## src/rtl/key_capture.sv

```systemverilog
`default_nettype none
// ============================================================================
// Module  : key_capture
// Purpose : Accepts debounced keypad strobes, keeps the last two key codes and
//           multiplexes them onto a two-digit active-low 7-segment display.
// Rev     : 1.0  initial release
// ============================================================================
module key_capture #(
  parameter logic [23:0] MUX_DIV = 24'd50000,
  parameter logic [7:0]  DEAD    = 8'd16,
  parameter logic [23:0] LOCKOUT = 24'd250000
) (
  input  logic       clk,
  input  logic       reset,
  input  logic       enable,
  input  logic [3:0] row_pressed,
  input  logic [3:0] col,
  output logic [3:0] digit_new,
  output logic [3:0] digit_old,
  output logic       key_valid,
  output logic [6:0] seg,
  output logic [1:0] an
);

  localparam logic [1:0] S_SHOW_NEW = 2'd0;
  localparam logic [1:0] S_BLANK_A  = 2'd1;
  localparam logic [1:0] S_SHOW_OLD = 2'd2;
  localparam logic [1:0] S_BLANK_B  = 2'd3;

  logic [3:0]  r_digit_new;
  logic [3:0]  r_digit_old;
  logic        r_key_valid;
  logic [23:0] r_lock;
  logic [1:0]  r_state;
  logic [23:0] r_phase;

  logic        w_row_onehot;
  logic        w_col_onehot;
  logic        w_accept;
  logic [1:0]  w_row_idx;
  logic [1:0]  w_col_idx;
  logic [3:0]  w_code;
  logic        w_phase_last;
  logic [3:0]  w_show_digit;
  logic [6:0]  w_seg;

  assign w_row_onehot = (row_pressed != 4'd0) && ((row_pressed & (row_pressed - 4'd1)) == 4'd0);
  assign w_col_onehot = (col != 4'd0) && ((col & (col - 4'd1)) == 4'd0);
  assign w_accept     = enable && w_row_onehot && w_col_onehot && (r_lock == 24'd0);

  // Index encoders are only meaningful when the vector is one-hot.
  assign w_row_idx = {row_pressed[2] | row_pressed[3], row_pressed[1] | row_pressed[3]};
  assign w_col_idx = {col[2] | col[3], col[1] | col[3]};

  always_comb begin
    w_code = 4'h0;
    case ({w_row_idx, w_col_idx})
      4'b00_00: w_code = 4'h1;
      4'b00_01: w_code = 4'h2;
      4'b00_10: w_code = 4'h3;
      4'b00_11: w_code = 4'hA;
      4'b01_00: w_code = 4'h4;
      4'b01_01: w_code = 4'h5;
      4'b01_10: w_code = 4'h6;
      4'b01_11: w_code = 4'hB;
      4'b10_00: w_code = 4'h7;
      4'b10_01: w_code = 4'h8;
      4'b10_10: w_code = 4'h9;
      4'b10_11: w_code = 4'hC;
      4'b11_00: w_code = 4'hE;
      4'b11_01: w_code = 4'h0;
      4'b11_10: w_code = 4'hF;
      4'b11_11: w_code = 4'hD;
      default:  w_code = 4'h0;
    endcase
  end

  always_ff @(posedge clk or posedge reset) begin
    if (reset) begin
      r_digit_new <= 4'h0;
      r_digit_old <= 4'h0;
      r_key_valid <= 1'b0;
      r_lock      <= 24'd0;
    end else begin
      r_key_valid <= w_accept;
      if (w_accept) begin
        r_digit_old <= r_digit_new;
        r_digit_new <= w_code;
        r_lock      <= LOCKOUT - 24'd1;
      end else if (r_lock != 24'd0) begin
        r_lock <= r_lock - 24'd1;
      end
    end
  end

  // Digit phases run for MUX_DIV cycles, blanking phases for DEAD cycles.
  assign w_phase_last = (r_state == S_SHOW_NEW || r_state == S_SHOW_OLD)
                        ? (r_phase == MUX_DIV - 24'd1)
                        : (r_phase == {16'd0, DEAD} - 24'd1);

  always_ff @(posedge clk or posedge reset) begin
    if (reset) begin
      r_state <= S_SHOW_NEW;
      r_phase <= 24'd0;
    end else if (w_phase_last) begin
      r_state <= r_state + 2'd1;
      r_phase <= 24'd0;
    end else begin
      r_phase <= r_phase + 24'd1;
    end
  end

  always_comb begin
    an = 2'b11;
    case (r_state)
      S_SHOW_NEW: an = 2'b10;
      S_SHOW_OLD: an = 2'b01;
      default:    an = 2'b11;
    endcase
  end

  assign w_show_digit = (r_state == S_SHOW_NEW || r_state == S_BLANK_A) ? r_digit_new : r_digit_old;

  always_comb begin
    w_seg = 7'b1111111;
    case (w_show_digit)
      4'h0: w_seg = 7'b1000000;
      4'h1: w_seg = 7'b1111001;
      4'h2: w_seg = 7'b0100100;
      4'h3: w_seg = 7'b0110000;
      4'h4: w_seg = 7'b0011001;
      4'h5: w_seg = 7'b0010010;
      4'h6: w_seg = 7'b0000010;
      4'h7: w_seg = 7'b1111000;
      4'h8: w_seg = 7'b0000000;
      4'h9: w_seg = 7'b0010000;
      4'hA: w_seg = 7'b0001000;
      4'hB: w_seg = 7'b0000011;
      4'hC: w_seg = 7'b1000110;
      4'hD: w_seg = 7'b0100001;
      4'hE: w_seg = 7'b0000110;
      4'hF: w_seg = 7'b0001110;
      default: w_seg = 7'b1111111;
    endcase
  end

  assign seg       = w_seg;
  assign digit_new = r_digit_new;
  assign digit_old = r_digit_old;
  assign key_valid = r_key_valid;

endmodule
`default_nettype wire

```

## config.mk

```make
export PLATFORM = sky130hd
export DESIGN_NAME = key_capture
export DESIGN_NICKNAME = d
export VERILOG_FILES = /design/src/rtl/key_capture.sv
export SDC_FILE = /design/constraint.sdc
export NUM_CORES = 1
export LEC_CHECK = 0
export CAP_MARGIN = 20
export CORE_MARGIN = 10
export CORE_UTILIZATION = 50
export DETAILED_ROUTE_END_ITERATION = 12
export PLACE_DENSITY = 0.8
export SYNTH_ARGS = -nofsm -noshare
export SYNTH_HDL_FRONTEND = slang
export SYNTH_SLANG_ARGS = --single-unit
```

## constraint.sdc

```tcl
create_clock -name clk -period 4.9 [get_ports clk]
set_clock_uncertainty 0.1 [all_clocks]
set_input_delay 1.225 -clock clk [delete_from_list [all_inputs] [get_ports clk]]
set_output_delay 1.225 -clock clk [all_outputs]
set_load 0.01 [all_outputs]
```

Yosys cells after proc, flatten, opt, wreduce, memory -nomap -nowiden
Memory sizes are Yosys's and may differ from the RTL's. A register that Yosys moved wholly into a read port is not among the register bits.
Index checks and enable logic that the tools add are counted.
W data, S select, Z words.

word-level totals
  output and inout port bits = 18
  register bits = 55
  memories = 2
  word-level logic and storage cells = 43
  ROM bits = 176
  input port bits = 11

memories
  name             depth  width  read ports  clocked after Yosys merged registers in  wr ports  RTL line  text
  (no name shown)  16     7      1           0                                        0         126       case (w_show_digit)
  (no name shown)  16     4      1           1                                        0         57        case ({w_row_idx, w_col_idx})

cells by class
  reduce and logical (&&, ||, !) cells = 15
  equality and inequality tests = 4
  $add $sub $neg = 5
  bitwise operators = 6
  multiplexer cells = 6

operator list
  operator                 count
  $mux W24                 3
  $add A24 B1 Y24 const B  1
  $eq A24 B16 Y1 const B   1
  $eq A24 B4 Y1 const B    1
  $logic_not A24 Y1        1
  $reduce_bool A24 Y1      1
  $sub A24 B1 Y24 const B  1
  $and A4 B4 Y4            2
  $logic_not A4 Y1         2
  $reduce_bool A4 Y1       2
  $sub A4 B1 Y4 const B    2
  $logic_and A1 B1 Y1      5
  $mux W4                  1
  $or A1 B1 Y1             4
  $pmux W2 S2              1
  $add A2 B1 Y2 const B    1
  $eq A2 B1 Y1 const B     1
  $eq A2 B2 Y1 const B     1
  $logic_not A2 Y1         1
  $logic_or A1 B1 Y1       2
  $reduce_bool A2 Y1       1
  $mux W1                  1

Depth between registers and ports, before layout
Gate-level depths: netlist of run 1.

  word-level depth = 8
  gate-level depth with buffers = 9
  mapped depth without buffers = 9

Worst setup path before layout of run 1
No wires, ideal clock.

  path type = register to output
  start = register r_state[0]
  end = output port seg[3]
  stages on the path, launching flop included = 8
  setup slack = 1,377 ps
  arrival time = 2,198 ps
  path through = dfrtp_1 inv_1 ha_1 nor2_1 mux2i_1 inv_1 ha_1 mux4_2

on the way
  longest elaborated chain between the ends = 4
  elaborated cells between the ends (all ways) = 5
  those cells by class = eq/ne: 1; mux: 1; reduce/logical: 2; memory: 1

ends and longest elaborated chain
  what                                                     RTL line  text
  from (decl)                                              34        logic [1:0] r_state;
  from (signal assigned)                                   106       r_state <= r_state + 2'd1;
  $eq A2 B1 Y1 / $logic_not A2 Y1 (equally long branches)  122       assign w_show_digit = (r_state == S_SHOW_NEW || r_state == S_BLANK_A) ? r_digit_new : r_digit_old;
  $logic_or A1 B1 Y1 (*)                                   122
  $mux W4 (*)                                              122
  $mem_v2 Z16 W7 (*)                                       --
  to (decl)                                                21        output logic [6:0] seg,

Every way passes the cells marked *; elsewhere a longest branch is shown, timed or not.

Worst setup path in the final report of run 1
Same ends and word-level chain as after synthesis.

==> flow_metrics.env, run 1 <==
export IMPL_first_pass_grt_wire_length_um=11420
export IMPL_worst_hold_path_type="reg -> reg"
export IMPL_route_detailed_wl_per_inst_um=14.46
export IMPL_place_hpwl_um=4961
export IMPL_cts_root_buffer="sky130_fd_sc_hd__clkbuf_8"
export IMPL_async_reset_ff_share_pct=100.0
export IMPL_post_drt_via_cell_ratio=5.577
export IMPL_cts_reportedPaths_clkPinSlew_ns=0.07
export IMPL_die_x_um=102.8
export IMPL_post_synth_num_cell_types=49
export IMPL_hold_worst_slack_ns=0.3700
export IMPL_gr_usage_all_layers_pct=13.31
export IMPL_synthesis_nets=366
export IMPL_cts_root_to_sink_buffers=2
export IMPL_drtPass1Iterations=4
export IMPL_unrepaired_setup_endpoints_after_global_routing="no"
export IMPL_synthDominantAreaCellType="sky130_fd_sc_hd__dfrtp_1"
export IMPL_fin_tns_setup_ns=0
export IMPL_status="finished, final reports clean"
export IMPL_antenna_cell_count=0
export IMPL_cts_sinks=59
export IMPL_critical_path_max_fanout=6
export IMPL_routabilityCongestion=0.8222
export IMPL_ff2ff_path_depth=5
export IMPL_critPathArrivalTime_ns=3.25
export IMPL_worst_ir_drop_vdd_v=0.0001560
export IMPL_initial_antenna_violation_count=0
export IMPL_setup_worst_path_class="reg -> out"
export IMPL_synth_yosys_warnings=0
export IMPL_worst_setup_path_end_kind="output port"
export IMPL_fillers=553
export IMPL_layout_common_cells="sky130_fd_sc_hd__dfrtp_1 (59), sky130_fd_sc_hd__nor2_1 (35), sky130_fd_sc_hd__clkdlybuf4s50_1 (28)"
export IMPL_layout_worst_path_cycle_share_pct=93.36
export IMPL_die_h_um=102.8
export IMPL_placement_io_buffers=28
export IMPL_overflow=0
export IMPL_worst_slew_margin_rel_pct=48.81
export IMPL_holdBufCountCts=0
export IMPL_design_die_area_um2=10570
export IMPL_number_of_register_bits_inferred_by_synthesis=59
export IMPL_finalSetupViolCount=0
export IMPL_post_route_cells_drive_above_1_share_pct=11.44
export IMPL_post_syn_area_per_cell_um2=10.14
export IMPL_worst_hold_path_num_cells=1
export IMPL_hp_start="r_lock[23]$_DFFE_PP0P_"
export IMPL_floorplan_core_area_um2=6719
export IMPL_multi_input_area_um2=1854
export IMPL_max_cap_violations=0
export IMPL_rr_startpoint="r_lock[16]$_DFFE_PP0P_"
export IMPL_post_cts_repair_setup_buffers=0
export IMPL_clk_latency_ns=0.33
export IMPL_row_count=30
export IMPL_synth_cells=338
export IMPL_timing_critical_path_from_type="register"
export IMPL_synth_top_cell_area_share_pct=43.07
export IMPL_mostFrequentLayoutCell="sky130_fd_sc_hd__dfrtp_1"
export IMPL_vias_in_the_first_global_route=2537
export IMPL_regArea_um2=1476
export IMPL_postRouteAntennaNets=0
export IMPL_cellPowerDensity_nw_per_um2=246.0
export IMPL_floorplan_io_pins=29
export IMPL_tritoncts="done"
export IMPL_finish_net_count=400
export IMPL_timing_hold_violations_final=0
export IMPL_timing_worst_slew_pin_value_ns=0.7465
export IMPL_fmax_mhz=218.6
export IMPL_detail_route_iter0_violations=101
export IMPL_detail_route_wirelength_um=6592
export IMPL_drc=0
export IMPL_route_vias_total=2543
export IMPL_cts_buffers=9
export IMPL_htree_levels=3
export IMPL_syn_area_um2=3428
export IMPL_layout_area_overhead_vs_synth_pct=15.33
export IMPL_synth_enable_flop_cells=0
export IMPL_reg2reg_setup_slack_ns=2.47
export IMPL_p_leak_nw=1.769
export IMPL_post_route_min_period_ns=4.575
export IMPL_crit_start="r_state[0]$_DFFE_PP0N_"
export IMPL_maximum_number_of_pins_on_one_net_before_global_route_repair=32
export IMPL_ctsResizeCount=0
export IMPL_synth_seq_area_share_pct=43.07
export IMPL_critPathRequiredTime_ns=3.58
export IMPL_starting_density_of_the_core_pct=51.02
export IMPL_netlist_top_cells_area="sky130_fd_sc_hd__dfrtp_1 (43%), sky130_fd_sc_hd__ha_1 (6.2%), sky130_fd_sc_hd__xnor2_1 (5.4%)"
export IMPL_final_max_slew_violation_count=0
export IMPL_ys_flop_type="sky130_fd_sc_hd__dfrtp_1"
[synthesized netlist by cell type, types with 2 or more instances]
library cell,count
sky130_fd_sc_hd__and4b_1,2
sky130_fd_sc_hd__nor4_4,2
sky130_fd_sc_hd__nor4_1,14
sky130_fd_sc_hd__a21oi_1,12
sky130_fd_sc_hd__ha_1,17
sky130_fd_sc_hd__or4_4,2
sky130_fd_sc_hd__nor4b_1,2
sky130_fd_sc_hd__a22oi_1,2
sky130_fd_sc_hd__or3_1,4
sky130_fd_sc_hd__inv_1,15
sky130_fd_sc_hd__nand3_1,17
sky130_fd_sc_hd__o22ai_1,2
sky130_fd_sc_hd__dfrtp_1,59
sky130_fd_sc_hd__nand3b_1,2
sky130_fd_sc_hd__nand4_1,6
sky130_fd_sc_hd__xor2_1,19
sky130_fd_sc_hd__mux2i_1,5
sky130_fd_sc_hd__mux2_4,8
sky130_fd_sc_hd__nand2_1,14
sky130_fd_sc_hd__a211oi_2,4
sky130_fd_sc_hd__nor2b_1,6
sky130_fd_sc_hd__a211oi_1,3
sky130_fd_sc_hd__xnor2_1,21
sky130_fd_sc_hd__nor2_1,35
sky130_fd_sc_hd__nand4b_1,4
sky130_fd_sc_hd__and4_1,2
sky130_fd_sc_hd__o21ai_0,8
sky130_fd_sc_hd__nor3_1,14
sky130_fd_sc_hd__clkbuf_1,7
sky130_fd_sc_hd__nand2b_1,4
sky130_fd_sc_hd__and3_1,6
sky130_fd_sc_hd__or2_2,3
[logic make-up (layout without fill, tap and decap cells)]
group / Yosys count / count (layout) / share of synthesized area [%]
XOR/XNOR: 40 / 40 / 10.22
AND/OR/NAND/NOR: 146 / 146 / 24.38
adder cells (fa/ha/maj): 17 / 17 / 6.204
flip-flops: 59 / 59 / 43.07
multiplexers: 15 / 15 / 5.949
buffers and inverters: 24 / 62 / 2.847
AO/OA/AOI/OAI: 37 / 37 / 7.336
[worst paths after layout]
kind	end
worst min-delay path	r_lock[23]$_DFFE_PP0P_
worst max-delay path	seg[3]
max in group asynchronous	r_lock[16]$_DFFE_PP0P_
worst min register to register	r_lock[23]$_DFFE_PP0P_
min in group asynchronous	r_lock[9]$_DFFE_PP0P_
worst max register to register	digit_old[2]$_DFFE_PP0P_
[worst max-delay path, cell delays in order (launching register included)]
cell	delay [ns]
sky130_fd_sc_hd__dfrtp_1	0.36
sky130_fd_sc_hd__inv_1	0.10
sky130_fd_sc_hd__ha_1	0.22
sky130_fd_sc_hd__nor2_1	0.34
sky130_fd_sc_hd__mux2i_1	0.50
sky130_fd_sc_hd__inv_1	0.18
sky130_fd_sc_hd__ha_1	0.26
sky130_fd_sc_hd__mux4_2	0.47
sky130_fd_sc_hd__clkdlybuf4s50_1	0.49
[report_power, final]
group	internal, mW	switching (mW)
clock network	0.192	0.179
logic	0.0343	0.0387
registers	0.506	0.0228
[area by class of cell]
| type | instances | share of cell area, % |
|---|---|---|
| multi-input cells | 255 | 46.90 |
| flip-flops and latches | 59 | 37.34 |
| clock inverters | 3 | 0.3797 |
| repair buffers | 31 | 7.658 |
| inverters | 16 | 1.519 |
| well taps | 80 | 2.532 |
| clock buffers | 12 | 3.671 |
[stage by stage]
step	instance area, µm²	power, mW	util [%]	std cells	setup slack (ns)
global placement	3794	0.6073	56.46	441	0.7980
CTS	3954	0.9814	58.85	456	0.2952
detailed placement	3794	0.6111	56.46	441	0.6522
finish	3954	0.9726	58.85	456	0.3252
global route	3954	1.023	58.85	456	0.07577
floorplan	3428	0.5866	-	338	1.377
[sequential cells by signal, summed over array words and instances, names as in the netlist]
| register | flops |
|---|---|
| r_state | 2 |
| key_valid | 1 |
| r_phase | 24 |
| digit_new | 4 |
| digit_old | 4 |
| r_lock | 24 |
[routing by layer]
layer | vias to the layer above | part of all wire (%) | global-route usage, %
li1 | 1267 | - | -
met1 | 1244 | 47 | 16.46
met2 | 26 | 49 | 21.69
met3 | 6 | 3.2 | 4.290
met4 | 0 | 0.49 | 3.957
met5 | - | 0 | 0
(Power assumes the default switching activity.)
==> run 2: changes to the inputs <==
CAP_MARGIN = 0   (was 20)
CTS_BUF_LIST = sky130_fd_sc_hd__clkbuf_4   (was not set)
SLEW_MARGIN = 20   (was not set)
==> run 2 against run 1 <==
  * Combinational power hardly changed
  * Non-clock buffer count stayed put
  * Fmax is 1.4% lower
  * Global-route usage is 0.18 points lower
  * Flip-flop and latch count stayed put
==> flow_metrics.env, run 2 (synthesized netlist as in run 1, its figures left out) <==
export IMPL_crit_path_max_incr_delay_ns=0.50
export IMPL_finish_net_count=400
export IMPL_reg2reg_setup_slack_ns=2.48
export IMPL_cts_root_buffer="sky130_fd_sc_hd__clkbuf_4"
export IMPL_switching_power_mw=0.2286
export IMPL_worst_setup_path_end_kind="output port"
export IMPL_design_die_area_um2=10570
export IMPL_antenna_cell_count=0
export IMPL_vias_in_the_first_global_route=2516
export IMPL_floorplan_io_pins=29
export IMPL_detail_route_iter0_violations=89
export IMPL_mostFrequentLayoutCell="sky130_fd_sc_hd__dfrtp_1"
export IMPL_timing_critical_path_from_type="register"
export IMPL_overflow=0
export IMPL_fmax_mhz=215.5
export IMPL_fin_tns_setup_ns=0
export IMPL_pwr_share_comb_pct=8.4
export IMPL_maximum_number_of_pins_on_one_net_before_global_route_repair=32
export IMPL_row_count=30
export IMPL_fin_cells=456
export IMPL_status="finished, final reports clean"
export IMPL_worst_slew_margin_rel_pct=49.91
export IMPL_die_h_um=102.8
export IMPL_timing_hold_worst_endpoint="r_lock[23]$_DFFE_PP0P_"
export IMPL_p_total_mw=0.8766
export IMPL_unrepaired_setup_endpoints_after_global_routing="no"
export IMPL_floorplan_core_area_um2=6719
export IMPL_route_vias_total=2526
export IMPL_layout_area_overhead_vs_synth_pct=13.61
export IMPL_cts_sinks=59
export IMPL_htree_levels=3
export IMPL_placement_io_buffers=28
export IMPL_clk_latency_ns=0.39
export IMPL_detail_route_wirelength_um=6547
export IMPL_ctsResizeCount=0
export IMPL_tritoncts="done"
export IMPL_initial_antenna_violation_count=0
export IMPL_seq_power_share_pct=60.2
export IMPL_post_route_cells_drive_above_1_share_pct=11.70
export IMPL_internal_power_mw=0.6480
export IMPL_fillers=568
export IMPL_timing_hold_violations_final=0
export IMPL_max_cap_violations=0
export IMPL_clock_power_share_pct=31.5
export IMPL_p_leak_nw=1.747
export IMPL_critPathRequiredTime_ns=3.58
export IMPL_post_drt_via_cell_ratio=5.539
export IMPL_place_detailed_instances=441
export IMPL_cts_root_to_sink_buffers=2
export IMPL_slowest_stage="sky130_fd_sc_hd__mux2i_1"
export IMPL_hp_start="r_lock[23]$_DFFE_PP0P_"
export IMPL_routabilityCongestion=0.8222
export IMPL_post_cts_repair_setup_buffers=0
export IMPL_drtPass1Iterations=4
export IMPL_gr_usage_all_layers_pct=13.13
export IMPL_crit_reg_reg_endpoint="digit_old[2]$_DFFE_PP0P_"
export IMPL_starting_density_of_the_core_pct=51.02
export IMPL_timing_critical_path_max_delay_family="multiplexers"
export IMPL_critical_path_cell_chain="inv_1, ha_1, nor2_1, mux2i_1, inv_1, ha_1, mux4_2, clkdlybuf4s50_1"
export IMPL_postRouteAntennaNets=0
export IMPL_layout_worst_path_cycle_share_pct=94.71
export IMPL_setup_worst_path_class="reg -> out"
export IMPL_worst_hold_path_type="reg -> reg"
export IMPL_power_switching_share_pct=26.08
export IMPL_regArea_um2=1476
export IMPL_reg_largest_list="r_lock x24, r_phase x24"
export IMPL_post_route_min_period_ns=4.641
export IMPL_cellPowerDensity_nw_per_um2=225.1
export IMPL_drc=0
export IMPL_critPathArrivalTime_ns=3.32
export IMPL_ff2ff_path_depth=5
export IMPL_worst_hold_path_num_cells=1
export IMPL_route_detailed_wl_per_inst_um=14.36
export IMPL_worst_ir_drop_vdd_v=0.0001402
export IMPL_timing_worst_slew_pin_value_ns=0.7305
export IMPL_cp_num_buf_inv=3
export IMPL_rr_startpoint="r_lock[16]$_DFFE_PP0P_"
export IMPL_place_hpwl_um=4961
export IMPL_multi_input_area_um2=1854
export IMPL_holdBufCountCts=0
export IMPL_first_pass_grt_wire_length_um=11340
export IMPL_die_x_um=102.8
export IMPL_finalSetupViolCount=0
export IMPL_cts_buffers=9
export IMPL_cts_reportedPaths_clkPinSlew_ns=0.10
export IMPL_critical_path_max_fanout=6
export IMPL_layout_common_cells="sky130_fd_sc_hd__dfrtp_1 (59), sky130_fd_sc_hd__nor2_1 (35), sky130_fd_sc_hd__clkdlybuf4s50_1 (28)"
export IMPL_final_max_slew_violation_count=0
run 2: metal layers:
layer	up-vias	GRT usage (%)	part of all wire [%]
met1	1220	16.63	47
met4	0	4.492	1.0
met5	-	0	0
met2	26	21.34	49
met3	8	3.284	2.8
li1	1272	-	-
run 2: final cells by class:
type / instances / area share, %
inverters: 16 / 1.542
multi-input cells: 255 / 47.61
clock buffers: 11 / 2.120
flip-flops and latches: 59 / 37.91
well taps: 80 / 2.570
clock inverters: 4 / 0.4818
repair buffers: 31 / 7.774
run 2: power groups by stage:
| stage | clock [mW] | sequential [mW] | combinational [mW] |
|---|---|---|---|
| 6_report | 0.276 | 0.527 | 0.0732 |
| 5_1_grt | 0.309 | 0.533 | 0.0823 |
| 4_1_cts | 0.283 | 0.527 | 0.0742 |
| 3_5_place_dp | 0 | 0.537 | 0.0738 |
| 3_3_place_gp | 0 | 0.536 | 0.0712 |
| 2_1_floorplan | 0 | 0.533 | 0.0539 |
run 2: worst max-delay path by stage:
stage / from / to / slack, ns / cells after the start
4_1_cts: r_state[0]$_DFFE_PP0N_ / seg[3] / 0.22 / 8
6_report: r_state[0]$_DFFE_PP0N_ / seg[3] / 0.26 / 8
3_3_place_gp: r_state[0]$_DFFE_PP0N_ / seg[3] / 0.80 / 8
3_5_place_dp: r_state[0]$_DFFE_PP0N_ / seg[3] / 0.65 / 8
5_1_grt: r_state[0]$_DFFE_PP0N_ / seg[4] / 0.005 / 10
2_1_floorplan: r_state[0]$_DFFE_PP0N_ / seg[3] / 1.38 / 7
run 2: through the flow:
| stage | instance area, µm² | hold WS (ns) | util, % | setup WS (ns) |
|---|---|---|---|---|
| floorplan | 3428 | 0.3332 | - | 1.377 |
| finish | 3895 | 0.3752 | 57.97 | 0.2592 |
| global placement | 3794 | 0.3478 | 56.46 | 0.7980 |
| global route | 3895 | 0.4019 | 57.97 | 0.004702 |
| detailed placement | 3794 | 0.3578 | 56.46 | 0.6522 |
| CTS | 3895 | 0.3792 | 57.97 | 0.2250 |
==> run 3: changes to the inputs <==
CORE_MARGIN = not set   (was 10)
PLACE_DENSITY = 0.83   (was 0.8)
SKIP_LAST_GASP = 1   (was not set)
clock period = 3.9 ns   (was 4.9 ns; I/O delays follow)
==> run 3 against run 2 <==
  * The run now ends with design-rule violations left
  * Die area fell by 32%
  * Hold slack got worse by 0.0058 ns
  * Routed wire length rose by 4.6%
  * Sequential power rose by 26%
  * Worst setup slack got worse by 0.12 ns
  * Critical endpoint is now seg[2]
==> flow_metrics.env, run 3 (synthesized netlist as in run 1, its figures left out) <==
export IMPL_cts_root_buffer="sky130_fd_sc_hd__clkbuf_4"
export IMPL_cp_num_buf_inv=4
export IMPL_cts_buffers=9
export IMPL_gr_max_usage_layer="met2"
export IMPL_dp_slack_ns=0.2944
export IMPL_crit_reg_reg_endpoint="digit_new[3]$_DFFE_PP0P_"
export IMPL_unrepaired_setup_endpoints_after_global_routing="yes"
export IMPL_cts_root_to_sink_buffers=2
export IMPL_worst_setup_path_end_kind="output port"
export IMPL_starting_density_of_the_core_pct=52.78
export IMPL_row_count=29
export IMPL_critPathRequiredTime_ns=2.82
export IMPL_route_detailed_wl_per_inst_um=14.86
export IMPL_timing_critical_path_from_type="register"
export IMPL_holdBufCountCts=0
export IMPL_p_total_mw=1.194
export IMPL_final_max_slew_violation_count=0
export IMPL_timing_worst_slew_pin_value_ns=0.6838
export IMPL_rr_startpoint="r_lock[16]$_DFFE_PP0P_"
export IMPL_htree_levels=3
export IMPL_floorplan_core_area_um2=6495
export IMPL_ff2ff_path_depth=5
export IMPL_drc=2
export IMPL_crit_start="r_state[0]$_DFFE_PP0N_"
export IMPL_critical_path_endpoint="seg[2]"
export IMPL_grt_met1_usage_pct=26.38
export IMPL_worst_hold_path_type="reg -> reg"
export IMPL_maximum_number_of_pins_on_one_net_before_global_route_repair=36
export IMPL_cellPowerDensity_nw_per_um2=298.6
export IMPL_floorplan_io_pins=29
export IMPL_status="finished, violations left"
export IMPL_clk_latency_ns=0.41
export IMPL_reg_largest_list="r_lock x24, r_phase x24"
export IMPL_die_x_um=84.81
export IMPL_critical_path_cell_chain="inv_1, ha_2, nor2_4, buf_4, mux2i_1, buf_4, or2_2, o21ai_0, clkdlybuf4s50_1"
export IMPL_first_pass_grt_wire_length_um=12090
export IMPL_post_drt_via_cell_ratio=5.631
export IMPL_layout_common_cells="sky130_fd_sc_hd__dfrtp_1 (59), sky130_fd_sc_hd__nor2_1 (34), sky130_fd_sc_hd__clkdlybuf4s50_1 (24)"
export IMPL_cts_sinks=59
export IMPL_detail_route_iter0_violations=92
export IMPL_antenna_cell_count=0
export IMPL_p_leak_nw=1.825
export IMPL_critPathArrivalTime_ns=2.69
export IMPL_violations_in_the_final_reports="design-rule violations"
export IMPL_worst_ir_drop_vdd_v=0.0002926
export IMPL_routabilityCongestion=0.8399
export IMPL_postRouteAntennaNets=0
export IMPL_setup_worst_path_class="reg -> out"
export IMPL_layout_worst_path_cycle_share_pct=96.43
export IMPL_overflow=0
export IMPL_cts_reportedPaths_clkPinSlew_ns=0.10
export IMPL_fmax_mhz=265.9
export IMPL_drtPass1Iterations=8
export IMPL_detail_route_wirelength_um=6850
export IMPL_post_route_cells_drive_above_1_share_pct=15.10
export IMPL_max_cap_violations=0
export IMPL_reg2reg_setup_slack_ns=1.44
export IMPL_route_vias_total=2596
export IMPL_placement_io_buffers=28
export IMPL_post_route_min_period_ns=3.761
export IMPL_layout_area_overhead_vs_synth_pct=16.61
export IMPL_critical_path_max_fanout=10
export IMPL_slowest_stage="sky130_fd_sc_hd__clkdlybuf4s50_1"
export IMPL_post_route_worst_setup_slack_ns=0.1392
export IMPL_crit_path_max_incr_delay_ns=0.56
export IMPL_place_hpwl_um=5056
export IMPL_mostFrequentLayoutCell="sky130_fd_sc_hd__dfrtp_1"
export IMPL_timing_hold_violations_final=0
export IMPL_die_h_um=84.81
export IMPL_gr_usage_all_layers_pct=21.14
export IMPL_timing_critical_path_max_delay_family="buffers and inverters"
export IMPL_critical_path_depth=9
export IMPL_finish_net_count=407
export IMPL_fin_tns_setup_ns=0
export IMPL_vias_in_the_first_global_route=2635
export IMPL_worst_slew_margin_rel_pct=54.34
export IMPL_design_die_area_um2=7192
export IMPL_final_core_utilization_pct=61.55
export IMPL_most_repeated_library_cell_on_the_critical_path="sky130_fd_sc_hd__buf_4"
export IMPL_tritoncts="done"
export IMPL_use_met2_pct=36.29
export IMPL_global_route_usage_met3_pct=6.490
export IMPL_initial_antenna_violation_count=0
export IMPL_finalSetupViolCount=0
-- run 3: worst min-delay path by stage --
stage	from	end	cells past startpoint
4_1_cts	r_lock[22]$_DFFE_PP0P_	r_lock[22]$_DFFE_PP0P_	1
6_report	r_lock[22]$_DFFE_PP0P_	r_lock[22]$_DFFE_PP0P_	1
5_1_grt	r_phase[23]$_DFF_PP0_	r_phase[23]$_DFF_PP0_	1
3_5_place_dp	r_lock[22]$_DFFE_PP0P_	r_lock[22]$_DFFE_PP0P_	1
2_1_floorplan	r_lock[23]$_DFFE_PP0P_	r_lock[23]$_DFFE_PP0P_	1
3_3_place_gp	r_lock[23]$_DFFE_PP0P_	r_lock[23]$_DFFE_PP0P_	1
-- run 3: final cells by class --
type                    count  area (µm²)
fillers                   496        2497
multi-input cells         255        1874
flip-flops and latches     59        1476
repair buffers             38       354.1
well taps                  77       96.34
clock buffers              11       82.58
inverters                  16       60.06
clock inverters             5       53.80
-- run 3: timing repair --
item                       4_1_cts  5_1_grt
setup endpoints to repair        7        5
gates resized for setup          5        5
setup buffers                    1        0
-- run 3: routing by layer --
metal,routed length [µm],vias up
met2,3444,35
li1,-,1288
met5,0,-
met3,220,6
met4,50,0
met1,3134,1267
-- run 3: stage by stage --
step                      std cells  hold slack [ns]  instance area (µm²)
after floorplan                 338           0.3332                 3428
after global placement          444           0.3469                 3835
after detailed placement        444           0.3518                 3835
after CTS                       461           0.3689                 3983
after global routing            461           0.3926                 3998
final                           461           0.3695                 3998
-- run 3: power by group --
| part | switching (mW) | internal, mW |
|---|---|---|
| clock network | 0.227 | 0.208 |
| logic | 0.0503 | 0.0438 |
| registers | 0.0301 | 0.634 |
| total | 0.308 | 0.886 |
-- run 3: worst reg2reg max path: stages (launching register included) --
cell	delay, ns
sky130_fd_sc_hd__dfrtp_1	0.45
sky130_fd_sc_hd__or4_4	0.61
sky130_fd_sc_hd__nor4_4	0.39
sky130_fd_sc_hd__and2_4	0.32
sky130_fd_sc_hd__nand2_4	0.14
sky130_fd_sc_hd__mux2_4	0.35
==> RTL change 1: new RTL, settings of run 1 <==
Put one more register stage on the output `digit_new`, with the module's reset. The value now appears one clock later. The other outputs are not delayed to match.
--- a/src/rtl/key_capture.sv
+++ b/src/rtl/key_capture.sv
@@ -146,5 +146,11 @@
 
   assign seg       = w_seg;
-  assign digit_new = r_digit_new;
+  always_ff @(posedge clk or posedge reset) begin
+    if (reset) begin
+      digit_new <= '0;
+    end else begin
+      digit_new <= r_digit_new;
+    end
+  end
   assign digit_old = r_digit_old;
   assign key_valid = r_key_valid;
Behaviour: not the same (Yosys sat finds a counterexample within 4 cycles, from zero or initial values and one cycle with reset high).
==> RTL change 1 against run 1 <==
  * Cell count stayed put
  * Utilization is 0.69 points higher
  * Synthesized cell count grew 0.30%
  * First-iteration DRC count is 33% higher
  * Count of clock-buffer cells in the layout decreased by 2
  * Synthesized area up 0.84%
  * Routed wire length grew 4.4%
  * Setup slack better by 0.042 ns
  * Sequential cell count grew 4
  * Cell area grew 1.7%
  * Worst hold slack got worse by 0.018 ns
Power is not compared: it rests on default switching activity, and its combinational part moved more than twofold at a synthesized area within 25%.
==> RTL change 1: results (changes against run 1) <==
metric,value,unit,change
grtUsageMet1,0.1633,,was 0.1646
hp-start,r_digit_new[1]$_DFFE_PP0P_,,was r_lock[23]$_DFFE_PP0P_
wl_met3,301,µm,was 214 µm
holdWs,0.3522,ns,was 0.3700 ns
design_area,4023,µm²,was 3954 µm²
n_fill_cell,552,,was 553
layout.nets,399,,was 400
grt_pass1_wl,12220,µm,was 11420 µm
p_leak,0.001766,µW,
grt.met2_usage,0.2472,,was 0.2169
synth_area_leaders,"dfrtp_1 46%, ha_1 6.2%, xnor2_1 5.6%, xor2_1 4.6%, nor2_1 3.7%",,"was dfrtp_1 43%, ha_1 6.2%, xnor2_1 5.4%, xor2_1 4.9%, nor2_1 3.8%"
grt_max_degree,52,,was 32
clkbuf_count,10,,was 12
buf_share,0.07838,,was 0.07658
vias,2608,,was 2543
htree_num_levels,3,,unchanged
holdPathEnd,digit_new[1]$_DFF_PP0_,,was r_lock[23]$_DFFE_PP0P_
cp_max_fo,5,,was 6
synth-seq-area-share,0.4560,,was 0.4307
drt_wl_total,6884,µm,was 6592 µm
maxSlewHeadroom,0.4474,,was 0.4881
ys_types,43,,was 49
place_congestion,0.8681,,was 0.8222
met2_length,3504,µm,was 3246 µm
cp.arrival,3.21,ns,was 3.25 ns
drtIter0Drc,134,,was 101
dp.final_hpwl,5016,µm,was 4961 µm
reg2reg_slack,2.00,ns,was 2.47 ns
num_antenna_cells,0,,unchanged
clk_share,0.04914,,was 0.04051
r2r-end,digit_old[0]$_DFFE_PP0P_,,was digit_old[2]$_DFFE_PP0P_
min_period,4.533,ns,was 4.575 ns
status,"finished, final reports clean",,unchanged
synthTopCellsByCount,"63 x dfrtp_1, 34 x nor2_1, 23 x nand2_1",,"was 59 x dfrtp_1, 35 x nor2_1, 21 x xnor2_1"
crit_path_start,r_state[0]$_DFFE_PP0N_,,unchanged
cpPeakStageDelay,0.47,ns,was 0.50 ns
drive_gt1_frac,0.1090,,was 0.1144
crit_slowest_cell,clkdlybuf4s50_1,,was mux2i_1
num-multi-input-gates,251,,was 255
wl_met1,2991,µm,was 3099 µm
pre_cts_ws,0.6002,ns,was 0.6522 ns
holdPathStages,0,,was 1
first_global_vias,2705,,was 2537
syn_nets,367,,was 366
use_met3,0.03753,,was 0.04290
p_comb_frac,0.189,,
sh_seq_area,0.3919,,was 0.3734
cts_inserted_buffers,9,,unchanged
synth_seq_cells,63,,was 59
inv_count,15,,was 16
final_core_util,0.5954,,was 0.5885
track_usage,0.1429,,was 0.1331
netlist_instances,339,,was 338
async_reset_ff_frac,1.000,,unchanged
endpoint,seg[6],,was seg[3]
multi_input_area_share,0.4417,,was 0.4690
place_area,3799,µm²,was 3794 µm²
==> RTL change 1: changes by cell type after synthesis, moves of 3 or more <==
| cell | before | now |
|---|---|---|
| nor2b_1 | 6 | 3 |
| o31ai_1 | 1 | 5 |
| nand2b_1 | 4 | 1 |
| a211oi_1 | 3 | 7 |
| nand2_1 | 14 | 23 |
| a211oi_2 | 4 | 0 |
| a21oi_1 | 12 | 9 |
| nand3_1 | 17 | 14 |
| a22o_1 | 1 | 4 |
| dfrtp_1 | 59 | 63 |
==> RTL change 1: what timing repair did <==
| action | in CTS | in global routing |
|---|---|---|
| resized for setup | 0 | 2 |
| buffers inserted | 0 | 0 |
| setup endpoints to repair | 0 | 3 |
==> RTL change 1: cells by family after synthesis <==
logic type,after synthesis,synth area share
xor+xnor,40,0.1013
buf+inv,25,0.03185
flops,63,0.4560
simple gates,142,0.2222
compound gates,38,0.07420
fa+ha+maj,17,0.06153
mux,14,0.05284
==> RTL change 2: new RTL, config.mk and constraints of run 1 <==
Made on the original files. The parameter `MUX_DIV` goes from 24'd50000 to 24'd25000.
--- a/src/rtl/key_capture.sv
+++ b/src/rtl/key_capture.sv
@@ -7,5 +7,5 @@
 // ============================================================================
 module key_capture #(
-  parameter logic [23:0] MUX_DIV = 24'd50000,
+  parameter logic [23:0] MUX_DIV = 24'd25000,
   parameter logic [7:0]  DEAD    = 8'd16,
   parameter logic [23:0] LOCKOUT = 24'd250000
Check against the original RTL: no difference found for any inputs over 10 cycles, from zero or initial values and one cycle with reset high; that may be too few to reach the edited logic, so the function may still have changed.
==> RTL change 2 against run 1 <==
  * Cell area is 1.5% lower
  * Setup slack got worse by 0.030 ns
  * Utilization increased by 1.8 points
  * Critical endpoint is now seg[6]
  * Routed wire length about the same
  * Fmax decreased by 0.66%
  * Largest cell class unchanged
  * Synthesized area fell by 2.3%
  * Clock power grew 6.2%
  * Power increased by 14%
  * Register-to-register slack got worse by 0.41 ns
  * Sequential cell count did not move
==> RTL change 2: results (changes against run 1) <==
metric,value,unit,change
synthTopCellsByCount,"59 x dfrtp_1, 32 x nor2_1, 23 x xnor2_1",,"was 59 x dfrtp_1, 35 x nor2_1, 21 x xnor2_1"
vdd_ir_drop_max,0.0001408,V,was 0.0001560 V
synth-seq-area-share,0.4406,,was 0.4307
pre_cts_ws,0.5132,ns,was 0.6522 ns
p_leak,0.001677,µW,was 0.001769 µW
cts_inserted_buffers,9,,unchanged
ys_types,47,,was 49
cp.arrival,3.28,ns,was 3.25 ns
clk_pin_slew,0.08,ns,
netlist_instances,340,,was 338
p_seq_frac,0.528,,was 0.543
track_usage,0.1388,,was 0.1331
syn_nets,369,,was 366
dp_cells,438,,was 441
maxSlewHeadroom,0.4218,,was 0.4881
dr.pass1.iters,4,,unchanged
dp.final_hpwl,4855,µm,was 4961 µm
drtIter0Drc,149,,was 101
grt_max_degree,44,,was 32
p_switching,330.2,µW,was 240.8 µW
hp-class,flip-flop to flip-flop,,unchanged
place_congestion,0.8953,,was 0.8222
n_fill_cell,534,,was 553
layout.nets,401,,was 400
crit_path_start,r_state[0]$_DFFE_PP0N_,,unchanged
synth_warnings,0,,unchanged
status,"finished, final reports clean",,unchanged
first_global_vias,2681,,was 2537
via_per_inst,5.689,,was 5.577
rr_startpoint,r_lock[15]$_DFFE_PP0P_,,was r_lock[16]$_DFFE_PP0P_
cp_max_fo,5,,was 6
synth_area_leaders,"dfrtp_1 44%, ha_1 6.7%, xnor2_1 6.0%, xor2_1 4.2%, nor2_1 3.6%",,"was dfrtp_1 43%, ha_1 6.2%, xnor2_1 5.4%, xor2_1 4.9%, nor2_1 3.8%"
powerClk,394,µW,was 371 µW
hp-start,r_phase[23]$_DFF_PP0_,,was r_lock[23]$_DFFE_PP0P_
place_area,3709,µm²,was 3794 µm²
drive_gt1_frac,0.1061,,was 0.1144
pwr-share-clk,0.356,,was 0.382
vias,2583,,was 2543
grt_pass1_wl,11840,µm,was 11420 µm
drt_wl_total,6594,µm,was 6592 µm
==> RTL change 2: final timing paths <==
path / cells after the start / to / slack [ns]
worst max-delay path: 10 / seg[6] / 0.29
worst min-delay path: 1 / r_phase[23]$_DFF_PP0_ / 0.37
worst max register to register: 5 / digit_old[2]$_DFFE_PP0P_ / 2.06
worst min register to register: 1 / r_phase[23]$_DFF_PP0_ / 0.37
max in group asynchronous: 3 / r_phase[23]$_DFF_PP0_ / 2.68
min in group asynchronous: 2 / r_state[0]$_DFFE_PP0N_ / 1.28
==> RTL change 2: per-layer routing <==
metal | track usage | part of all wire
met5 | 0 | 0
met4 | 0.05640 | 0.014
met3 | 0.03779 | 0.025
met2 | 0.2416 | 0.51
met1 | 0.1586 | 0.45
==> RTL change 2: critical path, stage by stage (launching register included) <==
cell and delay, ns:
dfrtp_1 0.37, inv_1 0.10, ha_1 0.25, nor2_2 0.33, mux2i_1 0.50, inv_1 0.18
ha_1 0.24, and2_1 0.16, a21o_1 0.15, a22o_1 0.17, clkdlybuf4s50_1 0.48
==> RTL change 2: final cells by class <==
cell class	count	area, µm²	area share
clock buffer	9	123.9	0.03181
clock inverter	7	55.05	0.01414
inverter	18	67.56	0.01735
multi-input combinational	253	1772	0.4550
sequential	59	1476	0.3792
tap	77	96.34	0.02474
timing repair buffer	31	302.8	0.07776
==> RTL change 2: kinds of logic after synthesis <==
group,Yosys count,synth area share
flops,59,0.4406
buf+inv,28,0.03249
simple gates,140,0.2278
xor+xnor,39,0.1019
mux,14,0.04556
compound gates,42,0.08439
fa+ha+maj,18,0.06722
==> RTL change 2: repair_timing <==
item	4_1_cts	5_1_grt
setup endpoints to repair	0	3
gates resized for setup	0	2
setup buffers	0	0
